## config.mk

```make
export PLATFORM = sky130hd
export DESIGN_NAME = init_port_flat
export DESIGN_NICKNAME = d
export VERILOG_FILES = /design/src/rtl/init_port_if.sv /design/src/rtl/init_port.sv /design/src/flat_wrapper.sv
export SDC_FILE = /design/constraint.sdc
export NUM_CORES = 1
export LEC_CHECK = 0
export ABC_AREA = 1
export ABC_CLOCK_PERIOD_IN_PS = 3700
export BUFFER_PORTS_ARGS = -buffer_cell sky130_fd_sc_hd__clkbuf_2
export CAP_MARGIN = 30
export CORE_MARGIN = 10
export CORE_UTILIZATION = 55
export DETAILED_ROUTE_END_ITERATION = 16
export PLACE_DENSITY_LB_ADDON = 0.1
export SLEW_MARGIN = 20
export SYNTH_ARGS = -nofsm -noshare
export SYNTH_HDL_FRONTEND = slang
export SYNTH_SLANG_ARGS = --single-unit
```

## constraint.sdc

```tcl
create_clock -name clk -period 3.7 [get_ports clk]
set_input_delay 0.74 -clock clk [delete_from_list [all_inputs] [get_ports clk]]
set_output_delay 0.74 -clock clk [all_outputs]
set_load 0.02 [all_outputs]
```

## src/rtl/init_port_if.sv

```systemverilog
// Initiator-side parallel handshake and serial bus lanes of the initiator bus port.
// The port itself uses the slave view; the initiator/arbiter/target side uses master.
`timescale 1ns/1ps
interface init_port_if #(
    parameter int ADDR_WIDTH = 16,
    parameter int DATA_WIDTH = 8
);
    logic                  init_req;
    logic [ADDR_WIDTH-1:0] init_addr_in;
    logic                  init_addr_in_valid;
    logic [DATA_WIDTH-1:0] init_data_in;
    logic                  init_data_in_valid;
    logic                  init_rw;
    logic                  init_ready;
    logic                  init_grant;
    logic                  init_ack;
    logic                  init_split_ack;
    logic [DATA_WIDTH-1:0] init_data_out;
    logic                  init_data_out_valid;
    logic                  bus_req;
    logic                  bus_grant;
    logic                  bus_addr_out;
    logic                  bus_addr_out_valid;
    logic                  bus_data_out;
    logic                  bus_data_out_valid;
    logic                  bus_rw;
    logic                  bus_rdata_in;
    logic                  bus_rdata_in_valid;
    logic                  bus_ack;
    logic                  bus_split;

    modport master (
        output init_req, init_addr_in, init_addr_in_valid, init_data_in,
               init_data_in_valid, init_rw, init_ready,
               bus_grant, bus_rdata_in, bus_rdata_in_valid, bus_ack, bus_split,
        input  init_grant, init_ack, init_split_ack, init_data_out, init_data_out_valid,
               bus_req, bus_addr_out, bus_addr_out_valid, bus_data_out,
               bus_data_out_valid, bus_rw
    );

    modport slave (
        input  init_req, init_addr_in, init_addr_in_valid, init_data_in,
               init_data_in_valid, init_rw, init_ready,
               bus_grant, bus_rdata_in, bus_rdata_in_valid, bus_ack, bus_split,
        output init_grant, init_ack, init_split_ack, init_data_out, init_data_out_valid,
               bus_req, bus_addr_out, bus_addr_out_valid, bus_data_out,
               bus_data_out_valid, bus_rw
    );
endinterface

```

## src/rtl/init_port.sv

```systemverilog
// Initiator bus port: requests the serial bus, captures one transaction, shifts it out
// LSB-first and returns the target's acknowledge, split response or read byte.
`timescale 1ns/1ps
module init_port #(
    parameter int ADDR_WIDTH = 16,
    parameter int DATA_WIDTH = 8
) (
    input  logic      clk,
    input  logic      rst,
    init_port_if.slave port
);
    localparam int CNT_W = $clog2(ADDR_WIDTH + 1);
    localparam logic [CNT_W-1:0] ADDR_LAST = CNT_W'(ADDR_WIDTH - 1);
    localparam logic [CNT_W-1:0] DATA_LAST = CNT_W'(DATA_WIDTH - 1);

    typedef enum logic [2:0] {
        IDLE, REQ, CAPTURE, SHIFT, WAIT_RESP, SPLIT, RX, RESP
    } state_t;

    state_t                state;
    logic [ADDR_WIDTH-1:0] addr_cap;
    logic [ADDR_WIDTH-1:0] addr_sr;
    logic [ADDR_WIDTH-1:0] addr_now;
    logic [DATA_WIDTH-1:0] data_cap;
    logic [DATA_WIDTH-1:0] data_sr;
    logic [DATA_WIDTH-1:0] data_now;
    logic [DATA_WIDTH-1:0] rx_sr;
    logic [DATA_WIDTH-1:0] rx_next;
    logic                  addr_got;
    logic                  data_got;
    logic                  cap_done;
    logic [CNT_W-1:0]      cnt;

    // Address and data may arrive in different cycles of the capture window;
    // the value presented in the closing cycle is used directly so the first
    // serial bit can go out on that same edge.
    always_comb begin
        addr_now = port.init_addr_in_valid ? port.init_addr_in : addr_cap;
        data_now = (port.init_rw && port.init_data_in_valid) ? port.init_data_in : data_cap;
        cap_done = (addr_got || port.init_addr_in_valid) &&
                   (!port.init_rw || data_got || port.init_data_in_valid);
        rx_next                 = rx_sr >> 1;
        rx_next[DATA_WIDTH-1]   = port.bus_rdata_in;
    end

    always_ff @(posedge clk or posedge rst) begin
        if (rst) begin
            state                    <= IDLE;
            addr_cap                 <= '0;
            addr_sr                  <= '0;
            data_cap                 <= '0;
            data_sr                  <= '0;
            rx_sr                    <= '0;
            addr_got                 <= 1'b0;
            data_got                 <= 1'b0;
            cnt                      <= '0;
            port.init_grant          <= 1'b0;
            port.init_ack            <= 1'b0;
            port.init_split_ack      <= 1'b0;
            port.init_data_out       <= '0;
            port.init_data_out_valid <= 1'b0;
            port.bus_req             <= 1'b0;
            port.bus_addr_out        <= 1'b0;
            port.bus_addr_out_valid  <= 1'b0;
            port.bus_data_out        <= 1'b0;
            port.bus_data_out_valid  <= 1'b0;
            port.bus_rw              <= 1'b1;
        end else begin
            port.init_ack            <= 1'b0;
            port.init_split_ack      <= 1'b0;
            port.init_data_out_valid <= 1'b0;

            case (state)
                IDLE: begin
                    if (port.init_req) begin
                        port.bus_req <= 1'b1;
                        state        <= REQ;
                    end
                end

                REQ: begin
                    if (port.bus_grant) begin
                        port.init_grant <= 1'b1;
                        addr_got        <= 1'b0;
                        data_got        <= 1'b0;
                        state           <= CAPTURE;
                    end else if (!port.init_req) begin
                        port.bus_req <= 1'b0;
                        state        <= IDLE;
                    end
                end

                CAPTURE: begin
                    port.bus_rw <= port.init_rw;
                    if (port.init_addr_in_valid) begin
                        addr_cap <= port.init_addr_in;
                        addr_got <= 1'b1;
                    end
                    if (port.init_rw && port.init_data_in_valid) begin
                        data_cap <= port.init_data_in;
                        data_got <= 1'b1;
                    end
                    if (cap_done) begin
                        port.init_grant         <= 1'b0;
                        cnt                     <= '0;
                        port.bus_addr_out       <= addr_now[0];
                        port.bus_addr_out_valid <= 1'b1;
                        addr_sr                 <= addr_now >> 1;
                        port.bus_data_out       <= port.init_rw & data_now[0];
                        port.bus_data_out_valid <= port.init_rw;
                        data_sr                 <= data_now >> 1;
                        state                   <= SHIFT;
                    end
                end

                // cnt is the index of the bit currently on the lanes; bus_grant is not
                // consulted here so a mid-shift grant drop cannot truncate the frame.
                SHIFT: begin
                    if (cnt == ADDR_LAST) begin
                        port.bus_addr_out       <= 1'b0;
                        port.bus_addr_out_valid <= 1'b0;
                        port.bus_data_out       <= 1'b0;
                        port.bus_data_out_valid <= 1'b0;
                        state                   <= WAIT_RESP;
                    end else begin
                        cnt               <= cnt + 1'b1;
                        port.bus_addr_out <= addr_sr[0];
                        addr_sr           <= addr_sr >> 1;
                        if (port.bus_rw && cnt < DATA_LAST) begin
                            port.bus_data_out       <= data_sr[0];
                            port.bus_data_out_valid <= 1'b1;
                            data_sr                 <= data_sr >> 1;
                        end else begin
                            port.bus_data_out       <= 1'b0;
                            port.bus_data_out_valid <= 1'b0;
                        end
                    end
                end

                WAIT_RESP: begin
                    if (port.bus_rw) begin
                        if (port.bus_ack) begin
                            port.init_ack <= 1'b1;
                            port.bus_req  <= 1'b0;
                            state         <= IDLE;
                        end else if (port.bus_split) begin
                            port.init_split_ack <= 1'b1;
                            port.bus_req        <= 1'b0;
                            state               <= IDLE;
                        end
                    end else if (port.bus_split) begin
                        port.init_split_ack <= 1'b1;
                        port.bus_req        <= 1'b0;
                        state               <= SPLIT;
                    end else if (port.bus_rdata_in_valid) begin
                        rx_sr <= rx_next;
                        cnt   <= CNT_W'(1);
                        state <= RX;
                    end
                end

                SPLIT: begin
                    if (port.bus_rdata_in_valid) begin
                        rx_sr <= rx_next;
                        cnt   <= CNT_W'(1);
                        state <= RX;
                    end
                end

                RX: begin
                    if (port.bus_rdata_in_valid) begin
                        rx_sr <= rx_next;
                        cnt   <= cnt + 1'b1;
                        if (cnt == DATA_LAST) begin
                            port.init_data_out <= rx_next;
                            state              <= RESP;
                        end
                    end
                end

                RESP: begin
                    if (port.init_ready) begin
                        port.init_ack            <= 1'b1;
                        port.init_data_out_valid <= 1'b1;
                        port.bus_req             <= 1'b0;
                        state                    <= IDLE;
                    end
                end

                default: state <= IDLE;
            endcase
        end
    end
endmodule

```

## src/flat_wrapper.sv

```systemverilog
// flat-port wrapper written by rule: the top's interface ports become plain ports
module init_port_flat 
#(
    parameter int ADDR_WIDTH = 16,
    parameter int DATA_WIDTH = 8
)
  (clk, rst, port_init_req, port_init_addr_in, port_init_addr_in_valid, port_init_data_in, port_init_data_in_valid, port_init_rw, port_init_ready, port_bus_grant, port_bus_rdata_in, port_bus_rdata_in_valid, port_bus_ack, port_bus_split, port_init_grant, port_init_ack, port_init_split_ack, port_init_data_out, port_init_data_out_valid, port_bus_req, port_bus_addr_out, port_bus_addr_out_valid, port_bus_data_out, port_bus_data_out_valid, port_bus_rw);
  init_port_if #(.ADDR_WIDTH(ADDR_WIDTH), .DATA_WIDTH(DATA_WIDTH)) port_i ();
  input  logic clk;
  input  logic rst;
  input wire logic [$bits(port_i.init_req)-1:0] port_init_req;
  input wire logic [$bits(port_i.init_addr_in)-1:0] port_init_addr_in;
  input wire logic [$bits(port_i.init_addr_in_valid)-1:0] port_init_addr_in_valid;
  input wire logic [$bits(port_i.init_data_in)-1:0] port_init_data_in;
  input wire logic [$bits(port_i.init_data_in_valid)-1:0] port_init_data_in_valid;
  input wire logic [$bits(port_i.init_rw)-1:0] port_init_rw;
  input wire logic [$bits(port_i.init_ready)-1:0] port_init_ready;
  input wire logic [$bits(port_i.bus_grant)-1:0] port_bus_grant;
  input wire logic [$bits(port_i.bus_rdata_in)-1:0] port_bus_rdata_in;
  input wire logic [$bits(port_i.bus_rdata_in_valid)-1:0] port_bus_rdata_in_valid;
  input wire logic [$bits(port_i.bus_ack)-1:0] port_bus_ack;
  input wire logic [$bits(port_i.bus_split)-1:0] port_bus_split;
  output wire logic [$bits(port_i.init_grant)-1:0] port_init_grant;
  output wire logic [$bits(port_i.init_ack)-1:0] port_init_ack;
  output wire logic [$bits(port_i.init_split_ack)-1:0] port_init_split_ack;
  output wire logic [$bits(port_i.init_data_out)-1:0] port_init_data_out;
  output wire logic [$bits(port_i.init_data_out_valid)-1:0] port_init_data_out_valid;
  output wire logic [$bits(port_i.bus_req)-1:0] port_bus_req;
  output wire logic [$bits(port_i.bus_addr_out)-1:0] port_bus_addr_out;
  output wire logic [$bits(port_i.bus_addr_out_valid)-1:0] port_bus_addr_out_valid;
  output wire logic [$bits(port_i.bus_data_out)-1:0] port_bus_data_out;
  output wire logic [$bits(port_i.bus_data_out_valid)-1:0] port_bus_data_out_valid;
  output wire logic [$bits(port_i.bus_rw)-1:0] port_bus_rw;
  assign port_i.init_req = port_init_req;
  assign port_i.init_addr_in = port_init_addr_in;
  assign port_i.init_addr_in_valid = port_init_addr_in_valid;
  assign port_i.init_data_in = port_init_data_in;
  assign port_i.init_data_in_valid = port_init_data_in_valid;
  assign port_i.init_rw = port_init_rw;
  assign port_i.init_ready = port_init_ready;
  assign port_i.bus_grant = port_bus_grant;
  assign port_i.bus_rdata_in = port_bus_rdata_in;
  assign port_i.bus_rdata_in_valid = port_bus_rdata_in_valid;
  assign port_i.bus_ack = port_bus_ack;
  assign port_i.bus_split = port_bus_split;
  assign port_init_grant = port_i.init_grant;
  assign port_init_ack = port_i.init_ack;
  assign port_init_split_ack = port_i.init_split_ack;
  assign port_init_data_out = port_i.init_data_out;
  assign port_init_data_out_valid = port_i.init_data_out_valid;
  assign port_bus_req = port_i.bus_req;
  assign port_bus_addr_out = port_i.bus_addr_out;
  assign port_bus_addr_out_valid = port_i.bus_addr_out_valid;
  assign port_bus_data_out = port_i.bus_data_out;
  assign port_bus_data_out_valid = port_i.bus_data_out_valid;
  assign port_bus_rw = port_i.bus_rw;
  init_port #(.ADDR_WIDTH(ADDR_WIDTH), .DATA_WIDTH(DATA_WIDTH)) u_core (.clk(clk), .rst(rst), .port(port_i));
endmodule
```

# Word level (Yosys, flattened, before mapping)
# Index checks and enable logic that the tools add are counted.
word_totals:
  regBits: 84
  latch_bits: 0
  mem_bits_rw: 0
  rom_bits: 0
  in_bits: 36
  out_inout_bits: 18
  wordCells: 148
  n_memories: 0
classes:
  add_sub_neg: 1
  n_mul: 0
  div_mod_pow: 0
  order_cmp: 1
  eq_ne: 26
  n_shift: 0
  mux: 73
  n_bitwise: 1
  reduce_logical: 26
op_table:
  columns: ["op", "n"]
  rows:
  - ["2-to-1 mux 8 bit", 7]
  - ["2-to-1 mux 16 bit", 3]
  - ["2-to-1 mux 3 bit", 13]
  - ["case mux 16 bit (2 select lines)", 1]
  - ["case mux 8 bit (2 select lines)", 2]
  - ["2-to-1 mux 1 bit", 30]
  - ["2-to-1 mux 5 bit", 6]
  - ["case mux 5 bit (5 select lines)", 1]
  - ["case mux 3 bit (8 select lines)", 1]
  - ["AND reduction 3 bit", 7]
  - ["inequality test 2 bit, second input constant", 10]
  - ["case mux 1 bit (2 select lines)", 8]
  - ["equality test 3 bit, second input constant", 4]
  - ["inequality test 2 x 1 -> 1 bit, second input constant", 5]
  - ["AND reduction 8 bit", 1]
  - ["equality test 3 x 2 -> 1 bit, second input constant", 2]
  - ["AND reduction 6 bit", 1]
  - ["nonzero test 2 bit", 3]
  - ["adder 5 x 1 -> 5 bit, second input constant", 1]
  - ["equality test 5 x 3 -> 1 bit, second input constant", 1]
  - ["equality test 5 x 4 -> 1 bit, second input constant", 1]
  - ["less-than comparator 5 x 3 -> 1 bit, second input constant", 1]
  - ["AND reduction 5 bit", 1]
  - ["nonzero test 5 bit", 1]
  - ["other kinds (13)", 17]

# Longest topological paths before layout
# Gate-level depths: netlist of run 1.
depth:
  depth_word: 6
  depth_mapped: 12
  ltp_nobuf: 10

# Least setup slack after synthesis of run 1
# Ideal clock, no wire load.
synth_timing:
  kind: "input -> register"
  startpoint: "in port_init_data_in_valid"
  endpoint: "reg u_core.addr_sr[0]"
  setup_ns: 0.123
  t_arrival_ns: 1.667
  required_time_ns: 3.577
  path_slack_ns: 1.910
  path_stages: 9
  path_buffers: 3
  path_cell_list: "buf_2 nand3b_1 nand3_4 nand2_4 nand2_2 buf_6 buf_8 nand2_2 o21ai_2"
synth_between:
  elab_chain_len: 4
synth_rtl:
  columns: ["item", "line_no", "rtl"]
  rows:
  - ["start: declaration", "flat_wrapper.sv:15", "input wire logic [$bits(port_i.init_data_in_valid)-1:0] port_init_data_in_valid;"]
  - ["logical OR 1 bit", "init_port.sv:41", "(!port.init_rw || data_got || port.init_data_in_valid);"]
  - ["logical AND 1 bit", "init_port.sv:40", "cap_done = (addr_got || port.init_addr_in_valid) &&"]
  - ["inequality test 2 x 1 -> 1 bit (no line)", null, null]
  - ["AND reduction 3 bit (no line)", null, null]
  - ["end signal: assignment", "init_port.sv:108", "addr_sr <= addr_now >> 1;"]
  - ["end signal: assignment", "init_port.sv:128", "addr_sr <= addr_sr >> 1;"]
  - ["end: declaration", "init_port.sv:22", "logic [ADDR_WIDTH-1:0] addr_sr;"]
# No other way between the ends.
# A chain may end at the register's enable or synchronous reset.

# Worst setup path in the final report of run 1
layout_timing:
  startpoint: "reg u_core.state[2]"
  endpoint: "reg u_core.addr_sr[9]"
layout_between:
  elab_chain_len: 3
  word_cells_on_any_way: 7
  cone_classes: "4 x eq/ne; 1 x mux; 2 x reduce/logical"
layout_rtl:
  columns: ["item", "line_no", "rtl"]
  rows:
  - ["start: declaration", "init_port.sv:20", "state_t state;"]
  - ["start signal: assignment", "init_port.sv:48", "state <= IDLE;"]
  - ["start signal: assignment", "init_port.sv:77", "state <= REQ;"]
  - ["start signal: assignment", "init_port.sv:86", "state <= CAPTURE;"]
  - ["equality test 3 x 2 -> 1 bit", "init_port.sv:73", "case (state)"]
  - ["inequality test 2 bit (no line) (tied with other cells)", null, null]
  - ["AND reduction 3 bit (no line)", null, null]
# Several ways; a longest one is shown, not always the timed one.

==> flow_summary.toml, run 1 <==
[clocking]
worstSkewPairLatency_ns = 0.36
post-cts-setup-buffer-count = 0
cts_resized = 0
clkTransAtPathRegs_ns = 0.09
cts_tree = "yes"
cts_max_level = 3
postCtsHoldBufs = 0
cts_made_buffers = 9
cts_sinks = 81
cts.root.buffer_cell = "clkbuf_8"
cts_buffer_depth = 2

[grt]
grt_usage_pct = 16.12
grt_remaining_overflow = 0
grt_pass1_vias = 3410
grt_pass1_wl_mm = 15.47
antenna_found_initial = 0
grt_max_degree = 54

[timing]
slew_viol_final = 0
hold_violations = 0
min_period_over_period_pct = 67.53
fmax_ghz = 0.4002
timing.hold.ws_ns = 0.2669
min_period_ns = 2.498
setup_viol = 0
fin_tns_setup_ns = 0
max_slew_margin_pct = 49.05
worst_pin_slew_ns = 0.7614
skew_ns = 0.01160
rsz0062_at_grt = "false"

[pwr]
leakagePower_nw = 2.468
peakVddDrop_uv = 351.3
switching_share_pct = 38.82
power.density_nw_per_um2 = 681.4
pwr-share-seq_pct = 43.3
p_int_w = 0.001999
combPwrFrac_pct = 33.9
clkPwrFrac_pct = 22.8
power_switching_w = 0.001268

[finish]
layout_common_cells = "nand2_1, dfrtp_1, o21ai_0"
finalInstanceArea_um2 = 4795
synthToLayoutAreaGrowth_pct = 12.71
final_core_util_pct = 63.03
diodes = 0
layout_commonest_cell = "nand2_1"
drive_gt1_share_pct = 18.51
fin_nets = 627
instances_no_fill = 691
num-fill-cells = 689

[die]
die_height_um = 107.9
rows = 32
core-area_um2 = 7607
die_x_um = 107.9
ios = 54
initial_core_util_pct = 55.92
die_area_um2 = 11650

[setup_path]
crit_path_top_delay_cell = "dfrtp_1"
cp.depth = 7
cp_cell_sequence = "inv_1, nand2_2, clkinv_2, nand3_4, nand2_4, nand2_2, o21ai_0"
crit_path_frequent_cell = "nand2_2"
arrival_ns = 2.70
crit_fanout = 29
timing.critical_path.buf_inv = 2
rr_worst_depth = 7
worstSetupPathType = "flop to flop"
startpoint_type = "flop"
critPathTopFamily = "simple AND/OR/NAND/NOR gates"
endpoint_kind = "flop"
slowest_delay_ns = 0.67
required_ns = 3.90

[routing]
routed_wl_mm = 9.084
drtIter0Drc = 160
via_per_inst = 5.043
detail_route.first_pass.iterations = 4
drcViolationCount = 0
vias = 3485
routedWlPerCell_um = 13.15
ant_nets = 0

[synth]
synth_edf_count = 0
synth_warnings = 0
synthArstFlopShare_pct = 100.0
synth_top_area_share_pct = 47.06
synthAdderAreaFrac_pct = 2.059
synth_cells = 538
synth_cell_types = 35
synthSimpleGateAreaFrac_pct = 28.32
avgSynthCellArea_um2 = 7.907
synth_area_um2 = 4254
synthXorXnorAreaFrac_pct = 0
synth_top_family_by_area = "simple AND/OR/NAND/NOR gates"
yosysSeqAreaShare_pct = 47.68
synthTopCellsByArea = "dfrtp_1, nand2_1, o21ai_0, inv_1, nand3_1"
synth_compound_area_share_pct = 10.68
syn_nets = 581
ys_ff_latch = 81
synth_flop_cell = "dfrtp_1"
synthMuxAreaShare_pct = 3.794
synth_top_cell_by_area = "dfrtp_1"

[outcome]
status = "complete, no violations"

[flow_run]
maxCapViolCount = 0

[placement]
dp_hpwl_mm = 6.501
place.port_buffers = 53
gp_congestion = 0.8879
placed_area_um2 = 4548
dp.cells = 674

[worst_hold_path]
hold_class = "input port to asynchronous set/reset pin"
-- final timing paths --
path	from	to	slack [ns]
max in group asynchronous	rst	u_core.addr_cap[8]	2.52
max	u_core.state[2]	u_core.addr_sr[9]	1.20
max reg2reg	u_core.state[2]	u_core.addr_sr[9]	1.20
min reg2reg	u_core.data_sr[0]	u_core.data_sr[0]	0.48
min in group clk	u_core.data_sr[0]	u_core.data_sr[0]	0.48
min	rst	u_core.port.bus_addr_out	0.27
-- registers in the layout, summed over array words and instances (netlist names), 3 cells and up --
signal and count:
u_core.addr_cap 16, u_core.addr_sr 15, u_core.cnt 5, u_core.data_cap 8, u_core.data_sr 7, u_core.port.init_data_out 8
u_core.rx_sr 7, u_core.state 3
-- worst reg2reg max path, cell delays in order, from the launching register on --
cell and delay, ns:
dfrtp_1 0.67, inv_1 0.24, nand2_2 0.33, clkinv_2 0.18, nand3_4 0.11, nand2_4 0.08
nand2_2 0.51, o21ai_0 0.23
-- power by group through the flow --
stage                     clock network [W]  logic (W)  registers (W)
after detailed placement                  0    0.00111        0.00143
final                              0.000743    0.00111        0.00142
after global routing               0.000785    0.00129        0.00145
after global placement                    0    0.00107        0.00143
after CTS                          0.000753    0.00112        0.00141
after floorplan                           0   0.000882        0.00140
-- layout make-up --
cell class	instances	area, um^2	area share [%]
flip-flops and latches	81	2028	42.30
multi-input cells	383	1908	39.80
repair buffers	56	300.3	6.263
inverters	53	203.9	4.254
well taps	102	127.6	2.662
clock buffers	9	123.9	2.584
clock inverters	7	102.6	2.140
-- metrics by stage --
step / power [W] / worst slack (ns)
final: 0.003267 / 1.202
after global routing: 0.003533 / 0.9185
after CTS: 0.003287 / 1.163
after detailed placement: 0.002543 / 1.068
after global placement: 0.002499 / 1.131
after floorplan: 0.002286 / 0.8816
-- cells in the mapped netlist, drive strengths merged, types with 3 or more instances --
master / n
nor3: 3
buf: 13
nand2: 195
inv: 52
nand3b: 3
a21oi: 5
nor2: 43
mux2i: 15
nand3: 35
ha: 7
dfrtp: 80
o21ai: 69
clkbuf: 8
-- cells by family after synthesis --
family,after synthesis
flops,81
simple gates,281
buf+inv,74
mux,16
fa+ha+maj,7
compound gates,79
-- metal layers --
metal / share of wire, % / GRT usage [%]
met1: 46 / 20.00
met5: 0 / 0
met3: 4.3 / 3.688
met2: 49 / 26.81
met4: 1.2 / 6.011
Power figures use the tool's default switching activity.
==> run 2, diff against run 1 <==
--- a/config.mk
+++ b/config.mk
@@ -6,11 +6,11 @@
 export NUM_CORES = 1
 export LEC_CHECK = 0
 export ABC_AREA = 1
-export ABC_CLOCK_PERIOD_IN_PS = 3700
+export ABC_CLOCK_PERIOD_IN_PS = 2200
 export BUFFER_PORTS_ARGS = -buffer_cell sky130_fd_sc_hd__clkbuf_2
 export CAP_MARGIN = 30
 export CORE_MARGIN = 10
-export CORE_UTILIZATION = 55
+export CORE_UTILIZATION = 52
 export DETAILED_ROUTE_END_ITERATION = 16
 export PLACE_DENSITY_LB_ADDON = 0.1
 export SLEW_MARGIN = 20
==> constraint.sdc (replaced) <==
create_clock -name clk -period 2.2 [get_ports clk]
set_input_delay 0.44 -clock clk [delete_from_list [all_inputs] [get_ports clk]]
set_output_delay 0.44 -clock clk [all_outputs]
set_load 0.02 [all_outputs]
==> flow_summary.toml, run 2 (synthesis gave the netlist of run 1 again) <==
[clocking]
post-cts-setup-buffer-count = 0
cts_max_level = 3
cts_made_buffers = 9
cts_tree = "yes"
cts.root.buffer_cell = "clkbuf_8"
worstSkewPairLatency_ns = 0.35
cts_buffer_depth = 2
cts_sinks = 81
clkTransAtPathRegs_ns = 0.09
postCtsHoldBufs = 0
cts_resized = 0

[finish]
multi_input_area_um2 = 1908
instances_no_fill = 700
fin_nets = 636
seqCellArea_um2 = 2028
drive_gt1_share_pct = 19.73
layout_commonest_cell = "nand2_1"
diodes = 0
reg_top3 = "u_core.addr_cap x16, u_core.addr_sr x15"
num-fill-cells = 745
layout_common_cells = "nand2_1, dfrtp_1, o21ai_0"
largest_reg_flops = 16
largest_register = "u_core.addr_cap"
synthToLayoutAreaGrowth_pct = 14.85

[setup_path]
reg2reg_to = "u_core.cnt[3]"
endpoint = "u_core.cnt[3]"
worstSetupPathType = "flop to flop"
required_ns = 2.44
endpoint_kind = "flop"
reg2reg_from = "u_core.cnt[0]"
arrival_ns = 2.18
crit_fanout = 8
worstSetupStartpoint = "u_core.cnt[0]"
regToRegSetupSlack_ns = 0.27
startpoint_type = "flop"
rr_worst_depth = 10

[routing]
via_per_inst = 5.051
drtIter0Drc = 190
routed_wl_mm = 9.331
vias = 3536
detail_route.first_pass.iterations = 4
drcViolationCount = 0
ant_nets = 0
routedWlPerCell_um = 13.33

[die]
core-area_um2 = 7848
rows = 32
ios = 54
die_x_um = 110.5
initial_core_util_pct = 54.21
die_height_um = 110.5
die_area_um2 = 12200

[flow_run]
maxCapViolCount = 0

[timing]
setup_viol = 0
min_period_over_period_pct = 87.89
slew_viol_final = 0
timing.hold.ws_ns = 0.07456
rsz0062_at_grt = "false"
worst_pin_slew_ns = 0.4485
hold_violations = 0
fin_tns_setup_ns = 0
min_period_ns = 1.934
max_slew_margin_pct = 70.02
skew_ns = 0.01116
fmax_ghz = 0.5172

[placement]
dp.cells = 684
place.port_buffers = 53
gp_congestion = 0.8659
dp_hpwl_mm = 6.838

[pwr]
power.density_nw_per_um2 = 1142
peakVddDrop_uv = 553.1
leakagePower_nw = 2.518
power_w = 0.005582

[grt]
grt_pass1_wl_mm = 16.32
grt_pass1_vias = 3428
grt_max_degree = 42
antenna_found_initial = 0
grt_remaining_overflow = 0
grt_usage_pct = 15.56

[worst_hold_path]
hold_class = "input port to asynchronous set/reset pin"

[outcome]
status = "complete, no violations"
-- run 2: changes by cell type in the layout (fill, tap and decap cells not counted), sizes merged --
cell      delta
buf          +9
clkbuf       +1
clkinv       -3
clkinvlp     +1
inv          +1
-- run 2: area by class of cell --
class | instances | area share [%]
clock buffers | 10 | 2.817
well taps | 102 | 2.612
inverters | 53 | 4.225
clock inverters | 6 | 1.997
repair buffers | 65 | 7.785
flip-flops and latches | 81 | 41.51
multi-input cells | 383 | 39.05
-- run 2: how the worst min path moves through the flow --
stage / from / to / slack (ns) / cells past startpoint
CTS: rst / u_core.data_sr[6] / 0.07 / 2
floorplan: u_core.addr_sr[14] / u_core.addr_sr[14] / 0.44 / 2
global route: rst / u_core.data_sr[6] / 0.08 / 2
global placement: rst / u_core.port.init_ack / 0.46 / 2
detailed placement: rst / u_core.port.init_ack / 0.46 / 2
finish: rst / u_core.port.init_ack / 0.07 / 2
-- run 2: layer usage --
metal | share of wire (%) | track usage (%)
met5 | 0 | 0
met4 | 0.68 | 4.836
met3 | 4.6 | 4.106
met2 | 46 | 24.10
met1 | 48 | 20.67
-- run 2: power by group --
part,switching (W),internal (W)
clock network,0.000585,0.000689
logic,0.00124,0.000710
registers,0.000310,0.00205
total,0.00214,0.00344
-- run 2: metrics by stage --
step	utilization (%)	setup WS, ns	cell area (um^2)
final	62.26	0.2664	4886
after global routing	62.26	0.07863	4886
after detailed placement	59.26	0.3051	4651
after CTS	62.26	0.2879	4886
after floorplan	-	0.5261	4258
after global placement	59.26	0.3641	4651
-- run 2: critical path, stage by stage, from the launching register on --
cell	delay [ns]
dfrtp_1	0.42
ha_1	0.24
nand2_1	0.09
nor2_1	0.06
ha_1	0.17
inv_1	0.12
nor2_4	0.07
a21oi_2	0.29
nand2_1	0.20
nand2_1	0.11
nand2_1	0.05
